==> src/rtl/mem_access_ctrl.sv <==
// Data-memory access sequencer between the multicycle core and a word RAM.
// Handles wait states, store lane steering, load extension and fault checks.
module mem_access_ctrl #(
  parameter int DATA_WIDTH  = 32,
  parameter int ADDR_WIDTH  = 12,
  parameter int WAIT_STATES = 1
) (
  input  logic                  clk_i,
  input  logic                  reset_ni,
  input  logic [31:0]           byte_addr_i,
  input  logic [DATA_WIDTH-1:0] wd_i,
  input  logic [2:0]            funct3_i,
  input  logic                  mrd_i,
  input  logic                  mwr_i,
  output logic [DATA_WIDTH-1:0] rd_o,
  output logic                  busy_o,
  output logic                  fault_o,
  output logic [ADDR_WIDTH-3:0] mem_addr_o,
  output logic [DATA_WIDTH-1:0] mem_wdata_o,
  output logic [3:0]            mem_be_o,
  output logic                  mem_re_o,
  output logic                  mem_we_o,
  input  logic [DATA_WIDTH-1:0] mem_rdata_i
);

  typedef enum logic [1:0] {
    S_IDLE,
    S_ACCESS,
    S_WAIT,
    S_DONE
  } state_e;

  state_e                state_q, state_d;
  logic [ADDR_WIDTH-1:0] addr_q, addr_d;
  logic [31:0]           wd_q, wd_d;
  logic [2:0]            f3_q, f3_d;
  logic                  wr_q, wr_d;
  logic [2:0]            cnt_q, cnt_d;
  logic [31:0]           rd_q, rd_d;
  logic                  fault_q, fault_d;

  logic                  req;
  logic                  req_fault;
  logic [31:0]           rsh;
  logic [7:0]            lane_b;
  logic [15:0]           lane_h;
  logic [31:0]           load_ext;
  logic [31:0]           st_data;
  logic [3:0]            st_be;
  logic                  unused_bits;

  function automatic logic is_fault(
    input logic [2:0] f3,
    input logic [1:0] a,
    input logic       wr
  );
    logic bad;
    bad = 1'b0;
    if (f3 == 3'b011 || f3 == 3'b110 || f3 == 3'b111)
      bad = 1'b1;
    if (f3[1:0] == 2'b01 && a[0])
      bad = 1'b1;
    if (f3 == 3'b010 && a != 2'b00)
      bad = 1'b1;
    if (wr && f3[2])
      bad = 1'b1;
    return bad;
  endfunction

  assign req       = mrd_i | mwr_i;
  assign req_fault = is_fault(funct3_i,
                              byte_addr_i[1:0],
                              mwr_i);

  assign unused_bits = ^{byte_addr_i[31:ADDR_WIDTH],
                         rsh[31:8]};

  // Load lane select and extension
  assign rsh    = mem_rdata_i >> {addr_q[1:0], 3'b000};
  assign lane_b = rsh[7:0];
  assign lane_h = addr_q[1] ? mem_rdata_i[31:16]
                            : mem_rdata_i[15:0];

  always_comb begin
    load_ext = mem_rdata_i;
    unique case (1'b1)
      (f3_q == 3'b000): load_ext = {{24{lane_b[7]}}, lane_b};
      (f3_q == 3'b100): load_ext = {24'h0, lane_b};
      (f3_q == 3'b001): load_ext = {{16{lane_h[15]}}, lane_h};
      (f3_q == 3'b101): load_ext = {16'h0, lane_h};
      default:          load_ext = mem_rdata_i;
    endcase
  end

  // Store lane replication and byte enables
  always_comb begin
    st_data = wd_q;
    st_be   = 4'b1111;
    unique case (1'b1)
      (f3_q[1:0] == 2'b00): begin
        st_data = {4{wd_q[7:0]}};
        st_be   = 4'b0001 << addr_q[1:0];
      end
      (f3_q[1:0] == 2'b01): begin
        st_data = {2{wd_q[15:0]}};
        st_be   = addr_q[1] ? 4'b1100 : 4'b0011;
      end
      default: begin
        st_data = wd_q;
        st_be   = 4'b1111;
      end
    endcase
  end

  always_comb begin
    state_d = state_q;
    addr_d  = addr_q;
    wd_d    = wd_q;
    f3_d    = f3_q;
    wr_d    = wr_q;
    cnt_d   = cnt_q;
    rd_d    = rd_q;
    fault_d = fault_q;
    busy_o  = 1'b0;
    unique case (state_q)
      S_IDLE: begin
        if (req) begin
          busy_o = 1'b1;
          addr_d = byte_addr_i[ADDR_WIDTH-1:0];
          wd_d   = wd_i;
          f3_d   = funct3_i;
          wr_d   = mwr_i;
          if (req_fault) begin
            fault_d = 1'b1;
            rd_d    = '0;
            state_d = S_DONE;
          end else begin
            fault_d = 1'b0;
            state_d = S_ACCESS;
          end
        end
      end
      S_ACCESS: begin
        busy_o  = 1'b1;
        cnt_d   = 3'(WAIT_STATES);
        state_d = S_WAIT;
      end
      S_WAIT: begin
        busy_o = 1'b1;
        if (cnt_q == 3'd0) begin
          if (!wr_q)
            rd_d = load_ext;
          state_d = S_DONE;
        end else begin
          cnt_d = cnt_q - 3'd1;
        end
      end
      S_DONE: begin
        if (!req)
          state_d = S_IDLE;
      end
      default: state_d = S_IDLE;
    endcase
  end

  always_ff @(posedge clk_i or negedge reset_ni) begin
    if (!reset_ni) begin
      state_q <= S_IDLE;
      addr_q  <= '0;
      wd_q    <= '0;
      f3_q    <= '0;
      wr_q    <= 1'b0;
      cnt_q   <= '0;
      rd_q    <= '0;
      fault_q <= 1'b0;
    end else begin
      state_q <= state_d;
      addr_q  <= addr_d;
      wd_q    <= wd_d;
      f3_q    <= f3_d;
      wr_q    <= wr_d;
      cnt_q   <= cnt_d;
      rd_q    <= rd_d;
      fault_q <= fault_d;
    end
  end

  assign rd_o        = rd_q;
  assign fault_o     = fault_q;
  assign mem_addr_o  = addr_q[ADDR_WIDTH-1:2];
  assign mem_re_o    = (state_q == S_ACCESS) && !wr_q;
  assign mem_we_o    = (state_q == S_ACCESS) && wr_q;
  assign mem_be_o    = mem_we_o ? st_be : 4'b0000;
  assign mem_wdata_o = st_data;

endmodule

==> config.mk <==
export PLATFORM = sky130hd
export DESIGN_NAME = mem_access_ctrl
export DESIGN_NICKNAME = d
export VERILOG_FILES = /design/src/rtl/mem_access_ctrl.sv
export SDC_FILE = /design/constraint.sdc
export NUM_CORES = 1
export LEC_CHECK = 0
export CORE_UTILIZATION = 50
export DETAILED_ROUTE_END_ITERATION = 7
export DONT_BUFFER_PORTS = 1
export GPL_TIMING_DRIVEN = 0
export PLACE_DENSITY_LB_ADDON = 0.08
export SLEW_MARGIN = 25
export SYNTH_ARGS = -nofsm -noshare
export SYNTH_HDL_FRONTEND = slang
export SYNTH_SLANG_ARGS = --single-unit
==> constraint.sdc <==
create_clock -name clk_i -period 2.1 [get_ports clk_i]
set_input_delay 0.21 -clock clk_i [delete_from_list [all_inputs] [get_ports clk_i]]
set_output_delay 0.21 -clock clk_i [all_outputs]
set_load 0.01 [all_outputs]
==> key figures, run 1 <==
Synthesis
  – Post-synthesis sequential area ratio: 0.463
  – Syn_nets: 529
  – Synth top area share: 0.463
  – Synth warnings: 0
  – Post-synth EDFFs: 0
  – Biggest area consumer among synthesized cells: dfrtp_1
  – Synth cell types: 44
  – Syn avg cell area: 11.1 um^2
  – Most common cell in the synthesized netlist: dfrtp_1
  – Post-synth top flop: dfrtp_1
  – Top post-synthesis cells by area: dfrtp_1, mux2_2, nand2_1
  – Mapped cell area: 0.00465 mm^2
  – Top post-synthesis cells by count: dfrtp_1, mux2_2, nand2_1
  – Seq cells post-synth: 86
  – Cell count after synthesis: 418
  – Ys async rst share: 1.00

Final layout
  – Share of cells above drive strength 1: 0.297
  – ANT cells: 0
  – Area growth syn-to-layout: 19.3%
  – Final nets: 588
  – Core Util, Final: 0.627
  – Filler-free cell count of the finished design: 590

Place
  – Placed cell count: 526
  – GP Congestion: 0.836
  – Port Buf Inserts: 0
  – Hpwl dp: 8520 um
  – Pre-CTS setup slack: -0.257 ns

Clock tree
  – H-Tree Depth: 3
  – Bufs on Longest Clock Path: 2
  – Reg clk slew, reported paths: 0.10 ns
  – Clock Latency Late Sink: 0.35 ns
  – CTS Sinks: 86
  – Root buffer cell: clkbuf_8
  – Num CTS Buffers: 9
  – TritonCTS clock tree: built

Global routing
  – Total global routing track utilization: 0.257
  – Largest net degree at the start of global routing: 87
  – Grt total ovfl: 0
  – Number of global-route vias before repair: 3553
  – Global-route wire length before repair: 19200 um
  – Initial antenna violation count: 0

Detailed routing
  – First-pass detailed-route iteration total: 7
  – Metal3 WL: 1070 um
  – DRC viols: 12
  – DRT antenna net count: 0
  – Drt first-iter violations: 212
  – Wl on met1: 4880 um
  – Avg WL per Cell: 20.5 um
  – Top Metal Used: met4
  – Via Count: 3534
  – WL final: 12100 um
  – Metal2 WL: 6080 um
  – Via/cell ratio: 5.99

STA
  – Clock period minus worst slack: 2.03 ns
  – Min Hold Slack: -0.464 ns
  – Hold Vio Cnt, Final: 86
  – Setup WS post-layout: 0.0688 ns
  – RSZ-0062 raised after global routing: true
  – Slew Limit Fails: 0
  – Worst Tran Pin Value: 0.643 ns
  – FMAX: 0.492 GHz
  – Final setup TNS: 0 ns
  – Final Setup Violations: 0
  – Worst clock skew: 0.0108 ns
  – Post-route clock period utilization: 0.967
  – Relative slew slack: 0.568

Worst setup path
  – Worst EP required: 2.35 ns
  – WP data arrival: 2.28 ns
  – Critical path capture point type: flip-flop
  – Startpoint types: flip-flop
  – Crit path max fanout: 10
  – Setup CP Type: flip-flop to flip-flop

Floorplan
  – Initial Util: 0.525
  – Height of the chip: 98.4 um
  – Placeable Area: 0.00885 mm^2
  – Row cnt: 34
  – Die Wd: 98.4 um
  – IO Pins: 185
  – Die Area: 0.00968 mm^2

Pwr
  – Max IR drop VDD: 0.823 mV
  – Static Leak: 2.55 nW
  – Pwr dens: 1650 mW/mm^2

Run status
  – Violated checks: design-rule violations, negative hold slack
  – Status: finished, violations left

Min path
  – Worst min path class: input port to async pin

Run
  – Maxcap violations: 0
cell type report:
class	instances	area [um^2]
clock buffer	11	151
fill	744	3300
multi-input combinational	274	2250
timing repair buffer	52	505
tap	108	135
sequential	86	2150
buffer	44	272
clock inverter	5	42.5
inverter	10	37.5
state kept, by name (all words and copies together) (netlist names):
| name | cells |
|---|---|
| rd_o | 32 |
| addr_q | 12 |
| f3_q | 3 |
| state_q | 2 |
| wr_q | 1 |
| fault_o | 1 |
| wd_q | 32 |
| cnt_q | 3 |
path summary, 6_finish.rpt:
path                                       from                    to  slack (ns)  cells past startpoint
setup / recovery            f3_q[0]$_DFFE_PN0P_  rd_o[29]$_DFFE_PN0P_        0.07                      6
max in group asynchronous              reset_ni  wd_q[17]$_DFFE_PN0P_        2.38                      0
hold reg to reg            cnt_q[1]$_DFFE_PN0P_  cnt_q[1]$_DFFE_PN0P_        0.49                      2
hold / removal                         reset_ni  rd_o[23]$_DFFE_PN0P_       -0.46                      0
setup reg to reg            f3_q[0]$_DFFE_PN0P_  rd_o[29]$_DFFE_PN0P_        0.07                      6
min in group clk_i                     wd_i[21]  wd_q[21]$_DFFE_PN0P_        0.02                      1
repair_timing:
| item | CTS | global route |
|---|---|---|
| gates cloned | 0 | 0 |
| resized for setup | 10 | 24 |
| endpoints found under the setup margin | 60 | 92 |
| endpoints found under the hold margin | 131 | 87 |
| buffers inserted | 4 | 2 |
| hold buffers | 45 | 1 |
| pin swaps | 2 | 0 |
cells in the final DEF, fill, tap and decap left out, drive strengths merged, types with 2 or more instances in the layout:
| cell type | instances |
|---|---|
| buf | 39 |
| o2bb2ai | 2 |
| a22oi | 7 |
| or3 | 2 |
| nor2b | 6 |
| a21oi | 8 |
| ha | 8 |
| o221ai | 7 |
| inv | 11 |
| dfrtp | 86 |
| a222oi | 6 |
| nor2 | 10 |
| mux2i | 12 |
| a21o | 17 |
| and3 | 2 |
| and2 | 3 |
| clkinv | 3 |
| nand2b | 3 |
| nand2 | 52 |
| o31ai | 11 |
| clkbuf | 22 |
| mux2 | 63 |
| dlygate4sd3 | 46 |
| a32o | 17 |
| nor4 | 2 |
| o21ai | 19 |
| a22o | 8 |
report_power, final:
group | internal, W | switching, W
Sequential | 0.00235 | 0.000557
Clock | 0.000506 | 0.000630
Combinational | 0.00228 | 0.00280
worst max-delay path, cell delays in order (launching register included):
cell and delay [ns]:
dfrtp_1 0.33, buf_2 0.20, inv_1 0.18, a2111oi_0 0.52, a21oi_2 0.19, buf_2 0.25
a32o_1 0.26
layer usage:
layer / up-vias / GRT usage
li1: 1635 / -
met1: 1744 / 0.318
met2: 151 / 0.434
met3: 4 / 0.0838
met4: 0 / 0.0666
met5: - / 0
cells by family after synthesis:
logic type | Yosys count | share of synthesized area
mux | 75 | 0.179
fa+ha+maj | 8 | 0.0215
buf+inv | 58 | 0.0662
compound gates | 108 | 0.189
simple gates | 83 | 0.0819
flops | 86 | 0.463
per-stage QoR:
step	power (W)	hold slack, ns	instance area [um^2]
5_1_grt	0.00980	-0.495	5550
3_5_place_dp	0.00771	-0.0837	4780
6_report	0.00913	-0.464	5550
3_3_place_gp	0.00758	-0.0838	4780
4_1_cts	0.00904	-0.480	5480
2_1_floorplan	0.00668	-0.0856	4650
Power figures use the tool's default switching activity.
==> inputs of run 2 (changes only) <==
- PLACE_DENSITY_LB_ADDON: 0.08 -> 0.15
==> run 2 against run 1 <==
The run still ends with design-rule violations, negative hold slack left. Design area increased by 1.3%. Flip-flop and latch count unchanged. Global-route usage increased by 0.71 points. Fmax decreased by 0.58%. Setup slack got worse by 0.012 ns. Non-clock buffer count increased by 1. Wire length increased by 2.3%. Total power increased by 4.4%. Combinational power increased by 3%. Clock-buffer cell count decreased by 1. Sequential power about the same. Largest power group unchanged.
==> key figures, run 2 (synthesis gave the netlist of run 1 again) <==
Final layout
  – ANT cells: 0 (unchanged)
  – Most frequent cells in the layout: dfrtp_1, mux2_2, nand2_1
  – Share of cells above drive strength 1: 0.293 (-0.00415)
  – Filler-free cell count of the finished design: 590 (unchanged)
  – Core Util, Final: 0.635 (+0.00792)
  – Area growth syn-to-layout: 20.8%
  – Final nets: 589 (+0.17%)
  – Commonest non-fill, non-tap cell in the layout: dfrtp_1
  – Fill count: 729 (-2.0%)

Clock tree
  – H-Tree Depth: 3 (unchanged)
  – TritonCTS clock tree: built
  – Root buffer cell: clkbuf_8
  – Clock Latency Late Sink: 0.36 ns (about the same)
  – Bufs on Longest Clock Path: 2 (unchanged)
  – Reg clk slew, reported paths: 0.09 ns (about the same)
  – CTS Sinks: 86 (unchanged)
  – Num CTS Buffers: 9 (unchanged)

Run status
  – Status: finished, violations left
  – Violated checks: design-rule violations, negative hold slack

Worst setup path
  – Crit path max fanout: 10 (unchanged)
  – Most frequent CP cell: buf_4
  – Slowest-stage cell, CP: dfrtp_1
  – R2R cell count: 7 (+1)
  – Worst EP required: 2.33 ns (-0.02 ns)
  – Worst r2r src: state_q[1]$_DFFE_PN0P_
  – Slowest stage delay, CP: 0.38 ns (-0.14 ns)
  – Critical path capture point type: flip-flop
  – FF-to-FF setup slack: 0.06 ns (about the same)
  – Worst path cell trace: buf_4 > ha_2 > a22o_4 > or3_1 > buf_2 > buf_4 > a32o_1
  – Setup CP Type: flip-flop to flip-flop
  – Worst Path Buf+Inv: 3 (unchanged)
  – Top delay family on crit path: buffers and inverters
  – R2r endpoint: rd_o[31]$_DFFE_PN0P_
  – Startpoint types: flip-flop
  – WP data arrival: 2.28 ns (about the same)

STA
  – RSZ-0062 raised after global routing: true
  – Hold Vio Cnt, Final: 86 (unchanged)
  – Relative slew slack: 0.562 (-0.00648)
  – Worst Tran Pin Value: 0.652 ns (+0.00965 ns)
  – Min Hold Slack: -0.467 ns (-0.00319 ns)
  – FMAX: 0.489 GHz (-0.58%)
  – Clock period minus worst slack: 2.04 ns (+0.0119 ns)
  – Slew Limit Fails: 0 (unchanged)
  – Post-route clock period utilization: 0.973 (+0.00569)
  – Final Setup Violations: 0 (unchanged)
  – Worst clock skew: 0.0120 ns (+0.00125 ns)

Floorplan
  – Die Area: 0.00968 mm^2 (unchanged)
  – Row cnt: 34 (unchanged)
  – Height of the chip: 98.4 um (unchanged)
  – Placeable Area: 0.00885 mm^2 (unchanged)
  – IO Pins: 185 (unchanged)
  – Die Wd: 98.4 um (unchanged)
  – Initial Util: 0.525 (unchanged)

Detailed routing
  – Avg WL per Cell: 21.0 um (+2.3%)
  – DRT antenna net count: 0 (unchanged)
  – Drt first-iter violations: 129 (-39%)
  – First-pass detailed-route iteration total: 8 (+1)
  – Via Count: 3585 (+1.4%)
  – WL final: 12400 um (+2.3%)
  – DRC viols: 11 (-1)
  – Via/cell ratio: 6.08 (+1.4%)

Min path
  – Worst min path class: input port to async pin

Pwr
  – Max IR drop VDD: 0.826 mV (+0.39%)
  – Sw frac: 0.424 (-0.0128)
  – Tot Pwr: 0.00953 W (+4.4%)
  – Static Leak: 2.58 nW (+1.1%)
  – Sequential Power Share: 0.305 (-0.014)
  – Gate power share: 0.548 (-0.009)
  – Pwr dens: 1700 mW/mm^2 (+3.1%)
  – Internal Pwr Total: 0.00549 W (+6.7%)
  – Net Switching: 0.00404 W (+1.3%)
  – Clock power frac: 0.147 (+0.023)

Global routing
  – Grt total ovfl: 0 (unchanged)
  – Largest net degree at the start of global routing: 87 (unchanged)
  – Number of global-route vias before repair: 3778 (+6.3%)
  – Global-route wire length before repair: 19800 um (+3.2%)
  – Total global routing track utilization: 0.264 (+0.00713)
  – Initial antenna violation count: 0 (unchanged)

Place
  – Port Buf Inserts: 0 (unchanged)
  – Hpwl dp: 8650 um (+1.5%)
  – Placed cell count: 526 (unchanged)
  – GP Congestion: 0.804 (-3.8%)

Run
  – Maxcap violations: 0 (unchanged)
run 2: area by class of cell:
class                      count  area [um^2]  area share
multi-input combinational    274         2240       0.400
tap                          108          135      0.0241
timing repair buffer          53          526      0.0936
inverter                      10         37.5     0.00668
buffer                        44          287      0.0510
sequential                    86         2150       0.383
clock inverter                 5          108      0.0192
clock buffer                  10          128      0.0227
run 2: power groups by stage:
stage / clock network, W / registers, W / logic [W]
after CTS: 0.00143 / 0.00290 / 0.00508
after detailed placement: 0 / 0.00294 / 0.00479
after global placement: 0 / 0.00291 / 0.00468
after floorplan: 0 / 0.00279 / 0.00389
after global routing: 0.00148 / 0.00299 / 0.00568
final: 0.00140 / 0.00291 / 0.00522
run 2: worst max-delay path by stage:
stage                            from                    to  slack, ns  cells after the start
2_1_floorplan  state_q[0]$_DFFE_PN0P_  rd_o[25]$_DFFE_PN0P_       0.01                      9
3_3_place_gp   state_q[0]$_DFFE_PN0P_  rd_o[30]$_DFFE_PN0P_      -0.15                      9
3_5_place_dp   state_q[0]$_DFFE_PN0P_  rd_o[31]$_DFFE_PN0P_      -0.22                      8
4_1_cts        state_q[0]$_DFFE_PN0P_  rd_o[31]$_DFFE_PN0P_      0.001                      6
5_1_grt        state_q[1]$_DFFE_PN0P_  rd_o[31]$_DFFE_PN0P_      -0.02                      7
6_report       state_q[1]$_DFFE_PN0P_  rd_o[31]$_DFFE_PN0P_       0.06                      7
run 2: timing repair:
item,4_1_cts,5_1_grt
pin swaps,1,2
setup buffers,5,2
gates resized for setup,13,28
endpoints found under the setup margin,79,85
endpoints found under the hold margin,131,87
hold buffers,45,1
run 2: layer usage:
metal | wire [um] | vias up | global-route usage
met1 | 4890 | 1775 | 0.309
met3 | 1040 | 23 | 0.0845
met2 | 6180 | 150 | 0.448
met5 | 0 | - | 0
li1 | - | 1637 | -
met4 | 280 | 0 | 0.113
run 2: stage by stage:
| step | area (um^2) | worst slack (ns) | setup TNS [ns] |
|---|---|---|---|
| 2_1_floorplan | 4650 | 0.0103 | 0 |
| 3_3_place_gp | 4780 | -0.149 | -3.86 |
| 3_5_place_dp | 4780 | -0.222 | -5.51 |
| 4_1_cts | 5540 | 0.00125 | 0 |
| 5_1_grt | 5620 | -0.0177 | -0.0275 |
| 6_report | 5620 | 0.0569 | 0 |
